### src/rtl/image_rom_arbiter.sv
// Round-robin arbiter sharing one synchronous image ROM between NUM_REQ pixel requesters.
// Optional burst lock guarded by ROM_ARB_LOCK_EN; grant/address registered, data returns two cycles after request.
module image_rom_arbiter #(
  parameter int NUM_REQ   = 4,
  parameter int ADDR_BITS = 12
) (
  input  logic                           clk,
  input  logic                           rst_n,
  input  logic [NUM_REQ-1:0]             req,
  input  logic [NUM_REQ*ADDR_BITS-1:0]   addr,
`ifdef ROM_ARB_LOCK_EN
  input  logic [NUM_REQ-1:0]             lock,
`endif
  input  logic [11:0]                    rom_rgb,
  output logic [NUM_REQ-1:0]             gnt,
  output logic [ADDR_BITS-1:0]           rom_addr,
  output logic [11:0]                    rgb,
  output logic [NUM_REQ-1:0]             rgb_valid
);

  localparam int PW = (NUM_REQ > 1) ? $clog2(NUM_REQ) : 1;

  logic [PW-1:0]        ptr;
  logic [PW-1:0]        cur_idx;
  logic [PW-1:0]        sel_idx;
  logic                 sel_vld;
  logic                 hold;
  logic [PW-1:0]        grant_idx;
  logic                 grant_vld;
  logic [PW-1:0]        ptr_nxt;
  logic [NUM_REQ-1:0]   gnt_nxt;
  logic [ADDR_BITS-1:0] addr_nxt;

  // Scan from the highest offset down so the lowest offset from ptr wins.
  always_comb begin
    int tmp;
    sel_vld = 1'b0;
    sel_idx = '0;
    tmp     = 0;
    for (int k = NUM_REQ - 1; k >= 0; k--) begin
      tmp = int'(ptr) + k;
      if (tmp >= NUM_REQ) tmp = tmp - NUM_REQ;
      if (req[PW'(tmp)]) begin
        sel_vld = 1'b1;
        sel_idx = PW'(tmp);
      end
    end
  end

`ifdef ROM_ARB_LOCK_EN
  assign hold = |(gnt & req & lock);
`else
  assign hold = 1'b0;
`endif

  always_comb begin
    grant_vld = hold | sel_vld;
    grant_idx = hold ? cur_idx : sel_idx;
    ptr_nxt   = ptr;
    gnt_nxt   = '0;
    addr_nxt  = rom_addr;
    if (grant_vld) begin
      gnt_nxt  = NUM_REQ'(1) << grant_idx;
      addr_nxt = addr[int'(grant_idx)*ADDR_BITS +: ADDR_BITS];
    end
    // A locked re-grant leaves the pointer where the original grant put it.
    if (sel_vld && !hold) begin
      if (int'(sel_idx) == NUM_REQ - 1) ptr_nxt = '0;
      else                              ptr_nxt = PW'(int'(sel_idx) + 1);
    end
  end

  always_ff @(posedge clk or negedge rst_n) begin
    if (!rst_n) begin
      ptr       <= '0;
      cur_idx   <= '0;
      gnt       <= '0;
      rom_addr  <= '0;
      rgb_valid <= '0;
    end else begin
      ptr       <= ptr_nxt;
      gnt       <= gnt_nxt;
      rom_addr  <= addr_nxt;
      rgb_valid <= gnt;
      if (grant_vld) cur_idx <= grant_idx;
    end
  end

  assign rgb = rom_rgb;

endmodule

### config.mk
export PLATFORM = sky130hd
export DESIGN_NAME = image_rom_arbiter
export DESIGN_NICKNAME = d
export VERILOG_FILES = /design/src/rtl/image_rom_arbiter.sv
export SDC_FILE = /design/constraint.sdc
export NUM_CORES = 1
export LEC_CHECK = 0
export CORE_AREA = 2 2 48 95
export DETAILED_ROUTE_END_ITERATION = 16
export DIE_AREA = 0 0 50 97
export PLACE_DENSITY = 0.79
export RECOVER_POWER = 100
export SYNTH_ARGS = -nofsm -noshare
export SYNTH_HDL_FRONTEND = slang
export SYNTH_SLANG_ARGS = --single-unit
export TNS_END_PERCENT = 100
### constraint.sdc
create_clock -name clk -period 2.47 [get_ports clk]
set_input_delay 0.3705 -clock clk [delete_from_list [all_inputs] [get_ports clk]]
set_output_delay 0.3705 -clock clk [all_outputs]
set_load 0.03 [all_outputs]
Word level (Yosys, flattened, before mapping):

Index checks and enable logic that the tools add are counted.

* RAM bits: 0
* latch bits: 0
* input port bits: 66
* flip-flop bits (word level): 22
* bits in read-only memories: 0
* memories kept: 0

* equal/unequal tests: 1
* add/subtract/negate cells: 8
* reduce and logical (&&, ||, !) cells: 0
* muxes and demuxes: 26
* magnitude comparators: 8
* div/mod/pow operators: 0
* shift-type cells: 2
* multiply operators: 1
* bitwise operators: 0

Operator list (count)
* indexed part select 48 x 7 -> 12 bit: 1
* 2-to-1 mux 2 bit: 9
* less-than comparator 2 x 4 -> 1 bit, second input constant: 4
* 2-to-1 mux 1 bit: 12
* greater-or-equal comparator 3 bit, second input constant: 3
* binary-select mux 1 bit (select 2 bit): 4
* subtractor 2 x 1 -> 2 bit, second input constant: 4
* adder 2 x 2 -> 3 bit, second input constant: 2
* multiplier 2 x 2 -> 4 bit, second input constant: 1
* 2-to-1 mux 4 bit: 1
* << shifter 1 x 2 -> 4 bit, first input constant: 1
* adder 2 x 1 -> 3 bit, second input constant: 1
* greater-or-equal comparator 2 x 3 -> 1 bit, second input constant: 1
* adder 2 x 1 -> 2 bit, second input constant: 1
* == test 2 x 1 -> 1 bit, second input constant: 1

Longest topological paths before layout:

* depth after elaboration: 12
* depth in mapped cells: 6
* depth with buffers taken out: 5

Worst setup path after synthesis:

No wires, ideal clock.

* kind: register -> register
* from: register ptr[1]
* to: register ptr[1]
* buffers on the path: 1
* stages on the path, launching flop included: 7
* setup time: 0.125 ns
* arrival time: 1.694 ns
* clock period less this slack: 1.818 ns
* path slack: 0.652 ns
* data required time: 2.345 ns
* cell sequence: dfrtp_1 nor3b_1 a211oi_1 nor2_1 clkbuf_1 ha_1 mux2_2

* longest elaborated chain between the ends: 12
* elaborated cells between the ends (all ways): 38

RTL lines
* start, declared: line 23 `logic [PW-1:0] ptr;`
* start signal, assigned: line 81 `ptr <= ptr_nxt;`
* adder 2 x 2 -> 3 bit: line 41 `tmp = int'(ptr) + k;`
* greater-or-equal comparator 3 bit or subtractor 2 x 1 -> 2 bit (tied branches): line 42 `if (tmp >= NUM_REQ) tmp = tmp - NUM_REQ;`
* 2-to-1 mux 2 bit: line 42
* binary-select mux 1 bit (select 2 bit): line 43 `if (req[PW'(tmp)]) begin`
* 2-to-1 mux 1 bit (implied by the code) (2 in a row): line 43
* 2-to-1 mux 2 bit (4 in a row): line 43
* adder 2 x 1 -> 2 bit or == test 2 x 1 -> 1 bit (tied branches): line 69, 68
* 2-to-1 mux 2 bit: line 68 `if (int'(sel_idx) == NUM_REQ - 1) ptr_nxt = '0;`

Parallel ways exist; a longest one is shown, timed or not. The select of a mux whose other input is x is not followed.
A chain may end at the register's enable or synchronous reset.

Worst setup path in the final report:

* from: input req[2]
* to: register rom_addr[0]

* longest elaborated chain between the ends: 9
* elaborated cells between the ends (all ways): 22

RTL lines
* start, declared: line 9 `input logic [NUM_REQ-1:0] req,`
* binary-select mux 1 bit (select 2 bit): line 43
* 2-to-1 mux 1 bit (implied by the code) (2 in a row): line 43
* 2-to-1 mux 2 bit (4 in a row): line 43
* multiplier 2 x 2 -> 4 bit: line 64 `addr_nxt = addr[int'(grant_idx)*ADDR_BITS +: ADDR_BITS];`
* indexed part select 48 x 7 -> 12 bit: line 64
* end signal, assigned: line 83 `rom_addr <= addr_nxt;`
* end, declared: line 16 `output logic [ADDR_BITS-1:0] rom_addr,`

Parallel ways exist; a longest one is shown, timed or not. The select of a mux whose other input is x is not followed.

==> impl_results.md <==
- Setup TNS: 0 ns
- Synth Warn #: 0
- Total grt overflow: 0
- WL per Instance: 15.16 um
- Setup crit end kind: register
- Slew @ Worst Pin: 1.214 ns
- Worst skew pair latency: 0.26 ns
- Leakage power: 1.043 nW
- WL final: 3912 um
- Reg clk slew, reported paths: 0.08 ns
- Worst Setup Start Kind: input port
- Clock Tree Root: clkbuf_8
- DP HPWL: 3102 um
- Period minus WS final: 2.065 ns
- Met1 GRT Util: 19.86%
- Number of gates resized after cts: 0
- Fillers: 374
- Drt first pass iters: 4
- Antenna cell count: 0
- Slowest stage delay, CP: 0.52 ns
- Die span in x: 50 um
- Met3 Resource Use GR: 1.543%
- Ys async rst share: 100.0%
- Crit-path max FO: 25
- H-tree depth: 1
- Total vias in the final route: 1307
- Final #Nets: 274
- Syn nets: 207
- CTS tree: built
- Post-synthesis cell area: 1416 sq um
- PwrDens: 979.9 nW/um^2
- TritonCTS buffer count: 3
- Die Height: 97 um
- Share of Yosys cell area claimed by the top area cell type: 38.87%
- Slowest CP cell: clkdlybuf4s50_1
- Slew Viols, Final: 0
- Max cap viols: 0
- Top_reg_cell synth: dfrtp_1
- Clk_skew: 0.002810 ns
- Initial core utilization: 34.65%
- CORE AREA: 4088 sq um
- CP required: 2.63 ns
- Largest net degree at the start of global routing: 26
- Vias in the first global route: 1382
- Worst rel slew slack: 19.05%
- Met2 Use GR: 31.58%
- CTS sink cnt: 22
- Number of flops mapped to enable cells by yosys: 0
- Initial antenna violation count: 0
- Tcrit/Tclk final: 83.60%
- Vias per cell: 5.066
- Maximum clock frequency: 0.4843 GHz
- First-pass GRT wire length: 6568 um
- RSZ-0062 raised after global routing: no
- Final Wtd Congestion: 0.8273
- Crit path cell chain: clkdlybuf4s50_1 -> nor2b_1 -> a22o_2 -> clkbuf_2 -> o21ai_0 -> o211a_1 -> a221oi_1
- Synth top area cells: dfrtp_1, mux2i_1, o211a_1
- Synth Instances: 140
- Die ar.: 4850 sq um
- Worst IR Drop VDD: 0.0004111 V
- Max Buffers Root-to-Sink: 2
- Top Family by Delay on Critical Path: buffers and inverters
- DRC Markers: 0
- Buf/Inv on CP: 2
- Status: finished, final reports clean
- Synthesis-stage register bit count: 22
- # rows: 33
- Antenna-violating nets left: 0
- Initial DRC count: 31
- Synth unique cells: 29
- Final core occ: 53.44%
- IO Count: 98
- Hold Buf Count CTS: 0
- Synthesized area per cell: 10.12 sq um
- Postcts setup bufs: 0
- Synth area leader: dfrtp_1
- Critical path class: input port to register
- Arrival @ worst endpoint: 2.22 ns
- # setup viols final: 0
- Tightest Hold Check Type: register to register
- Final Hold Viols: 0
- Port Buffers: 73
- GR peak layer: met2
- Area grow syn2layout: 54.24%
- Layout cells sized above 1: 7.767%
- Overall routing resource usage: 17.19%
- Seq/Total Area, Yosys: 38.87%
-- state kept, by name, summed over array words and instances (netlist names) --
signal     flops
ptr            2
rgb_valid      4
gnt            4
rom_addr      12
-- final timing paths --
kind                                 to  cells after the start    from  slack (ns)
max                         rom_addr[0]                      7  req[2]        0.41
min                        rgb_valid[0]                      0  gnt[0]        0.37
max reg2reg                 rom_addr[0]                      6  ptr[1]        0.53
min reg2reg                rgb_valid[0]                      0  gnt[0]        0.37
max in group asynchronous  rom_addr[11]                      2   rst_n        0.87
min in group asynchronous        gnt[0]                      2   rst_n        0.88
-- Yosys cell counts, types with 2 or more instances --
cell type / instances
o21ai_0: 11
a221oi_2: 6
dfrtp_1: 22
nand2_1: 12
nand2b_1: 2
nor2b_1: 3
inv_1: 13
a21oi_1: 3
nor2_1: 3
o211a_1: 12
buf_4: 12
nor3_1: 2
a221oi_1: 6
clkbuf_1: 2
buf_2: 5
mux2i_1: 13
-- power breakdown --
group / switching, W / internal (W)
clock network: 0.000116 / 0.000216
registers: 0.0000881 / 0.000514
logic: 0.000682 / 0.000524
-- metrics by stage --
step / instances / setup WS, ns / total power (W) / hold WS, ns / area, sq um
after global placement: 254 / 0.3197 / 0.001899 / 0.3567 / 2161
after CTS: 258 / 0.5540 / 0.002256 / 0.3782 / 2232
after global routing: 258 / 0.2178 / 0.002271 / 0.3941 / 2185
after detailed placement: 254 / 0.2822 / 0.001922 / 0.3599 / 2161
final: 258 / 0.4052 / 0.002141 / 0.3712 / 2185
after floorplan: 140 / 0.6517 / 0.001431 / 0.07491 / 1416
-- logic make-up (layout without fill, tap and decap cells) --
kind of cell | after synthesis | after routing | synth area share (%)
DFF | 22 | 22 | 38.87
AOI/OAI and AO/OA | 44 | 44 | 27.30
muxes | 14 | 14 | 9.982
buffers and inverters | 33 | 99 | 13.16
adders and majority gates | 1 | 1 | 0.8833
and+or+nand+nor | 26 | 26 | 9.806
-- per-layer routing --
metal | part of all wire (%) | vias to the layer above | routed length (um)
met3 | 4.6 | 2 | 180
met2 | 56 | 44 | 2173
met4 | 1.1 | 0 | 42
met1 | 39 | 635 | 1516
li1 | - | 626 | -
met5 | 0 | - | 0
-- layout make-up --
type	count	area (sq um)	area share, %
clock inverter	1	30.03	1.375
multi-input combinational	85	648.1	29.67
tap	52	65.06	2.978
timing repair buffer	82	800.8	36.66
sequential	22	550.5	25.20
inverter	13	48.80	2.234
clock buffer	3	41.29	1.890
-- cell usage in the layout, fill, tap and decap left out, drive strengths merged --
cell type       n
a211oi          1
bufinv          1
a221oi         12
inv            13
o21a            1
o21ai          12
nor4            1
buf             6
nand3b          1
nor3b           1
a21o            1
nor2            4
o211a          12
nor2b           3
nand2          12
clkbuf          6
dlygate4sd3    22
nor3            2
mux2            1
ha              1
dfrtp          22
mux2i          13
a22o            1
a21oi           4
nand2b          2
clkdlybuf4s50  51
Note: power is estimated with default switching activity, not from simulation.
